--- config.mk ---
export PLATFORM = sky130hd
export DESIGN_NAME = fifo_ctrl_flat
export DESIGN_NICKNAME = d
export VERILOG_FILES = /design/src/rtl/fifo_ctrl_if.sv /design/src/rtl/fifo_ctrl.sv /design/src/flat_wrapper.sv
export SDC_FILE = /design/constraint.sdc
export NUM_CORES = 1
export LEC_CHECK = 0
export BUFFER_PORTS_ARGS = -buffer_cell sky130_fd_sc_hd__buf_4
export CAP_MARGIN = 0
export CORE_ASPECT_RATIO = 0.9
export CORE_MARGIN = 2
export CORE_UTILIZATION = 46
export CTS_CLUSTER_SIZE = 24
export DETAILED_ROUTE_END_ITERATION = 10
export PLACE_DENSITY = 0.87
export REMOVE_ABC_BUFFERS = 1
export SLEW_MARGIN = 20
export SYNTH_ARGS = -nofsm -noshare
export SYNTH_HDL_FRONTEND = slang
export SYNTH_SLANG_ARGS = --single-unit
--- constraint.sdc ---
create_clock -name clk -period 3.7 [get_ports clk]
set_input_delay 0.74 -clock clk [delete_from_list [all_inputs] [get_ports clk]]
set_output_delay 0.74 -clock clk [all_outputs]
set_load 0.02 [all_outputs]
--- src/rtl/fifo_ctrl_if.sv ---
// Request/response and storage-stage signals between a FIFO user, the
// register stages and the fifo_ctrl pointer/flag controller.
interface fifo_ctrl_if #(
  parameter int DEPTH = 8,
  parameter int WIDTH = 16,
  parameter int AW    = 3
);
  logic                     push;
  logic                     pop;
  logic [DEPTH*WIDTH-1:0]   reg_bus;
  logic [DEPTH-1:0]         wr_push;
  logic                     full;
  logic                     empty;
  logic [AW:0]              count;
  logic [WIDTH-1:0]         data_out;
  logic                     data_valid;
  logic                     overflow;
  logic                     underflow;

  modport master (
    output push, pop, reg_bus,
    input  wr_push, full, empty, count, data_out, data_valid, overflow, underflow
  );

  modport slave (
    input  push, pop, reg_bus,
    output wr_push, full, empty, count, data_out, data_valid, overflow, underflow
  );
endinterface

--- src/rtl/fifo_ctrl.sv ---
// Pointer/count controller for a register-based FIFO: steers push strobes to
// the storage stages and registers the popped word from their outputs.
module fifo_ctrl #(
  parameter int DEPTH = 8,
  parameter int WIDTH = 16,
  parameter int AW    = 3
) (
  input logic       clk,
  input logic       rst,
  fifo_ctrl_if.slave bus
);

  localparam logic [AW:0]   CNT_FULL = (AW+1)'(DEPTH);
  localparam logic [AW:0]   CNT_ONE  = (AW+1)'(1);
  localparam logic [AW-1:0] PTR_ONE  = AW'(1);

  logic [AW-1:0]    wr_ptr_q, wr_ptr_d;
  logic [AW-1:0]    rd_ptr_q, rd_ptr_d;
  logic [AW:0]      count_q, count_d;
  logic [WIDTH-1:0] data_out_q, data_out_d;
  logic             data_valid_q, data_valid_d;
  logic             overflow_q, overflow_d;
  logic             underflow_q, underflow_d;

  logic             full, empty;
  logic             wr_acc, rd_acc;
  logic [WIDTH-1:0] rd_word;
  logic [DEPTH-1:0] wr_push;

  // Flags come from the count register alone, never from the requests.
  assign full  = (count_q == CNT_FULL);
  assign empty = (count_q == '0);

  assign wr_acc  = bus.push && !full;
  assign rd_acc  = bus.pop && !empty;
  assign rd_word = bus.reg_bus[rd_ptr_q*WIDTH +: WIDTH];

  // Strobe is left ungated by full; each stage ignores push while enable is high.
  always_comb begin
    wr_push = '0;
    for (int i = 0; i < DEPTH; i++) begin
      wr_push[i] = bus.push && (wr_ptr_q == AW'(i));
    end
  end

  always_comb begin
    wr_ptr_d     = wr_ptr_q;
    rd_ptr_d     = rd_ptr_q;
    count_d      = count_q;
    data_out_d   = data_out_q;
    data_valid_d = 1'b0;
    overflow_d   = bus.push && full;
    underflow_d  = bus.pop && empty;

    if (wr_acc) begin
      wr_ptr_d = wr_ptr_q + PTR_ONE;
    end
    if (rd_acc) begin
      rd_ptr_d     = rd_ptr_q + PTR_ONE;
      data_out_d   = rd_word;
      data_valid_d = 1'b1;
    end

    unique case ({wr_acc, rd_acc})
      2'b10:   count_d = count_q + CNT_ONE;
      2'b01:   count_d = count_q - CNT_ONE;
      default: count_d = count_q;
    endcase
  end

  always_ff @(posedge clk or negedge rst) begin
    if (!rst) begin
      wr_ptr_q     <= '0;
      rd_ptr_q     <= '0;
      count_q      <= '0;
      data_out_q   <= '0;
      data_valid_q <= 1'b0;
      overflow_q   <= 1'b0;
      underflow_q  <= 1'b0;
    end else begin
      wr_ptr_q     <= wr_ptr_d;
      rd_ptr_q     <= rd_ptr_d;
      count_q      <= count_d;
      data_out_q   <= data_out_d;
      data_valid_q <= data_valid_d;
      overflow_q   <= overflow_d;
      underflow_q  <= underflow_d;
    end
  end

  assign bus.wr_push    = wr_push;
  assign bus.full       = full;
  assign bus.empty      = empty;
  assign bus.count      = count_q;
  assign bus.data_out   = data_out_q;
  assign bus.data_valid = data_valid_q;
  assign bus.overflow   = overflow_q;
  assign bus.underflow  = underflow_q;

endmodule

--- src/flat_wrapper.sv ---
// flat-port wrapper written by rule: the top's interface ports become plain ports
module fifo_ctrl_flat 
#(
  parameter int DEPTH = 8,
  parameter int WIDTH = 16,
  parameter int AW    = 3
)
  (clk, rst, bus_push, bus_pop, bus_reg_bus, bus_wr_push, bus_full, bus_empty, bus_count, bus_data_out, bus_data_valid, bus_overflow, bus_underflow);
  fifo_ctrl_if #(.DEPTH(DEPTH), .WIDTH(WIDTH), .AW(AW)) bus_i ();
  input logic clk;
  input logic rst;
  input wire logic [$bits(bus_i.push)-1:0] bus_push;
  input wire logic [$bits(bus_i.pop)-1:0] bus_pop;
  input wire logic [$bits(bus_i.reg_bus)-1:0] bus_reg_bus;
  output wire logic [$bits(bus_i.wr_push)-1:0] bus_wr_push;
  output wire logic [$bits(bus_i.full)-1:0] bus_full;
  output wire logic [$bits(bus_i.empty)-1:0] bus_empty;
  output wire logic [$bits(bus_i.count)-1:0] bus_count;
  output wire logic [$bits(bus_i.data_out)-1:0] bus_data_out;
  output wire logic [$bits(bus_i.data_valid)-1:0] bus_data_valid;
  output wire logic [$bits(bus_i.overflow)-1:0] bus_overflow;
  output wire logic [$bits(bus_i.underflow)-1:0] bus_underflow;
  assign bus_i.push = bus_push;
  assign bus_i.pop = bus_pop;
  assign bus_i.reg_bus = bus_reg_bus;
  assign bus_wr_push = bus_i.wr_push;
  assign bus_full = bus_i.full;
  assign bus_empty = bus_i.empty;
  assign bus_count = bus_i.count;
  assign bus_data_out = bus_i.data_out;
  assign bus_data_valid = bus_i.data_valid;
  assign bus_overflow = bus_i.overflow;
  assign bus_underflow = bus_i.underflow;
  fifo_ctrl #(.DEPTH(DEPTH), .WIDTH(WIDTH), .AW(AW)) u_core (.clk(clk), .rst(rst), .bus(bus_i));
endmodule
==> flow_summary.yaml, run 1 <==
run_status:
  outcome: "finished clean"
clock_tree:
  cts_resized: 0
  numCtsBuffers: 5
  htreeDepth: 2
  path_clk_slew_ns: 0.06
  hold_buffers: 0
  cts_tree: "yes"
  post_cts_buffers: 0
  clockBufferDepth: 2
  root_buffer: "clkbuf_8"
  insertion_delay_ns: 0.27
  numClockSinks: 29
sta:
  fin_crit_ns: 2.466
  skew_ns: 0.004750
  finalHoldViolations: 0
  slew_violations: 0
  slew_headroom: 0.4806
  rsz0062_at_grt: "false"
  fin_tns_setup_ns: 0
  setup_violations: 0
  worst_pin_slew_ns: 0.7792
  period_share: 0.6665
  fmax_mhz: 405.5
  whs_ns: 0.3775
global_routing:
  grt_start_max_net_pins: 52
  overflow: 0
  first_global_vias: 2329
  grt_pass1_wl_um: 10560
  gr-usage-all-layers: 0.2313
  antenna_found_initial: 0
worst_setup_path:
  worst-path-buf-inv: 0
  worst_path_most_repeated_cell: "ha_1"
  required_ns: 3.87
  critPathArrivalTime_ns: 2.64
  crit_fanout: 8
  crit_path_cell_trace: "nor3_1 > and2_1 > nand2b_1 > ha_1 > ha_1 > a21oi_1 > o21ai_0 > o311ai_1"
  r2r-end: "u_core.bus.count[3]"
  path_delay_family: "simple AND/OR/NAND/NOR gates"
  r2r_setup_slack_ns: 1.23
  endpoint: "u_core.bus.count[3]"
  startpoint_type: "flip-flop"
  slowest_delay_ns: 0.45
  reg2reg_depth: 8
  reg2reg_from: "u_core.bus.count[1]"
  critPathCaptureType: "flip-flop"
  criticalPathCategory: "flip-flop to flip-flop"
  crit_start: "u_core.bus.count[1]"
  slowest_stage: "dfrtp_1"
  crit_cells: 8
logic_synthesis:
  netlist_area_um2: 2431
  yosys_warnings: 0
  syn_area_per_cell_um2: 10.05
  synth_seq_area_share: 0.2985
  synthDistinctLibCells: 34
  yosys_register_bits: 29
  syn_inst: 242
placement:
  hpwl_um: 5482
  portBuffers: 164
  gp_congestion: 0.7608
floorplanning:
  io_pins: 165
  rows: 25
  die-width_um: 80.63
  start_util: 0.4710
  dieArea_um2: 5883
  coreArea_um2: 5161
  die_h_um: 72.97
detailed_routing:
  via_per_inst: 5.217
  antenna_left: 0
  drt-wirelength-per-cell_um: 15.11
  totalWireLength_um: 7043
  first_pass_iters: 4
  drt_iter0_markers: 103
  dr_total_vias: 2431
  drc: 0
hold_path:
  hold_class: "primary input to asynchronous set/reset pin"
final_layout:
  layout_commonest_cell: "buf_4"
  num-nets-final: 541
  final_layout_size_suffix_gt1_frac: 0.4912
  final_cell_mix: "buf_4 (167), mux2i_1 (33), dfrtp_1 (28)"
  syn_to_final_growth_pct: 53.22
  diodes: 0
pwr:
  powerDensity_nw_per_um2: 703.0
  p_leak_nw: 1.904
  ir_drop_uv: 389.4
job:
  maxCapViolCount: 0
==> kinds of logic after synthesis <==
group	synth area share
DFF	0.2985
and+or+nand+nor	0.1034
adders and majority gates	0.05970
muxes	0.2887
AOI/OAI and AO/OA	0.1539
xor gates and xnor gates	0.01801
buffers and inverters	0.07771
==> synth_stat cells <==
library cell / n / area, µm²
mux2i_1: 33 / 330.3
dfrtp_1: 29 / 725.7
nand2_1: 24 / 90.09
mux2_2: 18 / 202.7
a221o_1: 16 / 160.2
o21ai_1: 16 / 80.08
o22ai_1: 16 / 100.1
mux2_1: 15 / 168.9
ha_1: 10 / 125.1
and2_1: 7 / 43.79
buf_2: 7 / 35.03
inv_1: 7 / 26.28
and3_1: 4 / 25.02
clkbuf_1: 4 / 15.01
nand2b_1: 4 / 25.02
o21ai_0: 4 / 20.02
xnor2_1: 4 / 35.03
buf_12: 3 / 60.06
buf_6: 3 / 33.78
inv_2: 2 / 7.510
nor2b_1: 2 / 12.51
nor3_1: 2 / 10.01
a21oi_1: 1 / 5.000
buf_1: 1 / 3.750
buf_4: 1 / 7.510
fa_1: 1 / 20.02
nand4b_1: 1 / 8.760
nor2_1: 1 / 3.750
nor3b_1: 1 / 7.510
nor4_1: 1 / 6.260
nor4_2: 1 / 12.51
o311ai_1: 1 / 8.760
or3_1: 1 / 6.260
xor2_1: 1 / 8.760
==> final cells by class <==
type                       count  area, µm²
clock buffer                   8      90.09
fill                         395       1436
inverter                       9      33.78
multi-input combinational    185       1516
sequential                    29      726.9
tap                           67      83.83
timing repair buffer         168       1274
==> where the power goes <==
part	total (mW)	leakage, nW	internal, mW	switching, mW
Combinational	1.72	1.51	0.850	0.865
Sequential	0.640	0.350	0.475	0.166
Clock	0.263	0.0455	0.151	0.112
Total	2.62	1.90	1.48	1.14
==> worst min path at each step <==
| stage | from | to | slack, ns | depth (start not counted) |
|---|---|---|---|---|
| after floorplan | rst | u_core.bus.count[0] | 0.44 | 0 |
| after global placement | u_core.bus.data_out[15] | u_core.bus.data_out[15] | 0.47 | 2 |
| after detailed placement | u_core.bus.data_out[10] | u_core.bus.data_out[10] | 0.48 | 2 |
| after CTS | rst | u_core.bus.data_out[4] | 0.39 | 1 |
| after global routing | rst | u_core.bus.data_out[4] | 0.40 | 1 |
| final | rst | u_core.bus.data_out[4] | 0.38 | 1 |
==> per-layer routing <==
layer  wire length (µm)  vias to the layer above  global-route usage
li1                   -                     1208                   -
met1               2808                     1124              0.2806
met2               3681                       95              0.4204
met3                505                        4             0.04208
met4                 48                        0             0.06403
met5                  0                        -                   0
==> sequential cells by signal, indices dropped and copies added, names as in the netlist <==
signal,flops
u_core.bus.data_valid,1
u_core.rd_ptr_q,3
u_core.bus.data_out,16
u_core.bus.count,4
u_core.wr_ptr_q,3
u_core.bus.underflow,1
u_core.bus.overflow,1
==> worst reg2reg max path: stages, from the launching register on <==
cell and delay (ns):
dfrtp_1 0.45, nor3_1 0.27, and2_1 0.17, nand2b_1 0.22, ha_1 0.35, ha_1 0.28
a21oi_1 0.22, o21ai_0 0.14, o311ai_1 0.27
==> metrics by stage <==
step / total power, mW / std cells / util / cell area, µm² / setup slack, ns
finish: 2.618 / 466 / 0.7217 / 3725 / 1.234
global route: 2.817 / 466 / 0.7217 / 3725 / 0.9448
CTS: 2.642 / 466 / 0.7217 / 3725 / 1.253
detailed placement: 2.374 / 458 / 0.7042 / 3635 / 1.261
global placement: 2.319 / 458 / 0.7042 / 3635 / 1.368
floorplan: 1.778 / 223 / - / 2276 / 0.5076
(Power assumes the default switching activity.)
==> run 2: changes to the inputs <==
--- a/config.mk
+++ b/config.mk
@@ -9,10 +9,10 @@
 export CAP_MARGIN = 0
 export CORE_ASPECT_RATIO = 0.9
 export CORE_MARGIN = 2
-export CORE_UTILIZATION = 46
+export CORE_UTILIZATION = 38
 export CTS_CLUSTER_SIZE = 24
 export DETAILED_ROUTE_END_ITERATION = 10
-export PLACE_DENSITY = 0.87
+export PLACE_DENSITY = 0.77
 export REMOVE_ABC_BUFFERS = 1
 export SLEW_MARGIN = 20
 export SYNTH_ARGS = -nofsm -noshare
==> constraint.sdc (replaced) <==
create_clock -name clk -period 2.2 [get_ports clk]
set_input_delay 0.44 -clock clk [delete_from_list [all_inputs] [get_ports clk]]
set_output_delay 0.44 -clock clk [all_outputs]
set_load 0.02 [all_outputs]
==> run 2 against run 1 <==
Clock power grew 70%; clock-buffer cell count is the same; sequential power grew 62%; flip-flop and latch count is the same; maximum frequency grew 13%; global-route usage shrank 2.8 points; setup slack lost 1.2 ns; register-to-register slack lost 1.2 ns; cell area grew 5.5%.
==> flow_summary.yaml, run 2 (synthesis results as in run 1) <==
global_routing:
  first_global_vias: 2542
  gr-usage-all-layers: 0.2034
  grt_pass1_wl_um: 11270
  antenna_found_initial: 0
  grt_start_max_net_pins: 45
  overflow: 0
floorplanning:
  die-width_um: 88.31
  io_pins: 165
  coreArea_um2: 6148
  die_h_um: 79.88
  rows: 27
  dieArea_um2: 7054
  start_util: 0.3954
worst_setup_path:
  crit_start: "u_core.bus.count[2]"
  criticalPathCategory: "flip-flop to flip-flop"
  endpoint: "u_core.bus.count[3]"
  r2r_setup_slack_ns: 0.01
  crit_fanout: 4
  reg2reg_from: "u_core.bus.count[2]"
  required_ns: 2.35
  r2r-end: "u_core.bus.count[3]"
  reg2reg_depth: 9
  critPathArrivalTime_ns: 2.34
  startpoint_type: "flip-flop"
  critPathCaptureType: "flip-flop"
final_layout:
  largest_reg_flops: 16
  syn_to_final_growth_pct: 61.71
  final_layout_size_suffix_gt1_frac: 0.5317
  diodes: 0
  seqCellArea_um2: 730.7
  final_cell_mix: "buf_4 (178), mux2i_1 (33), dfrtp_1 (25)"
  multi_input_area_um2: 1607
  layout_commonest_cell: "buf_4"
  post-route-cell-area_um2: 3931
  nFillCells: 534
  utilization: 0.6394
  num-nets-final: 552
detailed_routing:
  drt-wirelength-per-cell_um: 15.08
  drt_iter0_markers: 84
  totalWireLength_um: 7497
  drc: 0
  first_pass_iters: 4
  via_per_inst: 4.990
  antenna_left: 0
  dr_total_vias: 2480
sta:
  slew_headroom: 0.5375
  slew_violations: 0
  finalHoldViolations: 0
  rsz0062_at_grt: "true"
  worst_pin_slew_ns: 0.6921
  period_share: 0.9954
  setup_violations: 0
  fmax_mhz: 456.6
  fin_crit_ns: 2.190
  skew_ns: 0.005972
  fin_tns_setup_ns: 0
job:
  maxCapViolCount: 0
clock_tree:
  hold_buffers: 0
  numCtsBuffers: 5
  root_buffer: "clkbuf_8"
  clockBufferDepth: 2
  numClockSinks: 29
  insertion_delay_ns: 0.28
  path_clk_slew_ns: 0.06
  cts_tree: "yes"
  htreeDepth: 2
hold_path:
  hold_class: "primary input to asynchronous set/reset pin"
placement:
  hpwl_um: 5712
  post_dp_cell_area_um2: 3712
  portBuffers: 164
  gp_congestion: 0.7306
run_status:
  outcome: "finished clean"
pwr:
  p_leak_nw: 1.967
  powerDensity_nw_per_um2: 1209
  ir_drop_uv: 574.0
## run 2: cell types whose count changed in the layout (fill, tap and decap cells not counted), sizes merged
cell	delta
buf	+11
## run 2: report_power, final
part           switching, mW  total [mW]  internal (mW)
clock                  0.193       0.447          0.255
combinational           1.64        3.27           1.63
sequential             0.236        1.04          0.805
total                   2.07        4.75           2.69
## run 2: critical path, cell delays in order, from the launching register on
cell and delay [ns]:
dfrtp_2 0.46, nor4_4 0.32, nand2b_4 0.19, inv_4 0.04
ha_4 0.17, ha_1 0.31, a21oi_4 0.22, o21ai_1 0.09
nand4b_1 0.13, o311ai_2 0.11
## run 2: through the flow
stage / instances / setup slack (ns) / hold slack (ns) / power [mW]
after floorplan: 223 / -0.9924 / 0.1444 / 2.990
after global placement: 485 / 0.1081 / 0.3901 / 3.990
after detailed placement: 485 / -0.04026 / 0.3901 / 4.084
after CTS: 493 / 0.01098 / 0.09105 / 4.600
after global routing: 497 / -0.09313 / 0.09642 / 5.134
final: 497 / 0.01008 / 0.07811 / 4.754
## run 2: timing repair
item	4_1_cts	5_1_grt
gates resized for setup	7	13
buffers inserted	0	4
setup endpoints to repair	1	3
pin swaps	1	7
## run 2: worst min path at each step
stage               cells past startpoint  startpoint                     end  slack (ns)
detailed placement                      1         rst     u_core.bus.count[2]        0.39
floorplan                               0         rst     u_core.bus.count[0]        0.14
finish                                  1         rst  u_core.bus.data_out[3]        0.08
global placement                        1         rst     u_core.bus.count[0]        0.39
CTS                                     1         rst  u_core.bus.data_out[3]        0.09
global route                            1         rst  u_core.bus.data_out[2]         0.1
## run 2: area by class of cell
| class | count | share of cell area |
|---|---|---|
| clock buffers | 8 | 0.02292 |
| inverters | 9 | 0.009866 |
| multi-input cells | 185 | 0.4087 |
| flip-flops and latches | 29 | 0.1859 |
| well taps | 87 | 0.02769 |
| repair buffers | 179 | 0.3450 |
## run 2: per-layer routing
metal | global-route usage | wire (µm)
met1 | 0.2320 | 2913
met2 | 0.3767 | 3965
met3 | 0.05171 | 562
met4 | 0.04545 | 55
met5 | 0 | 0
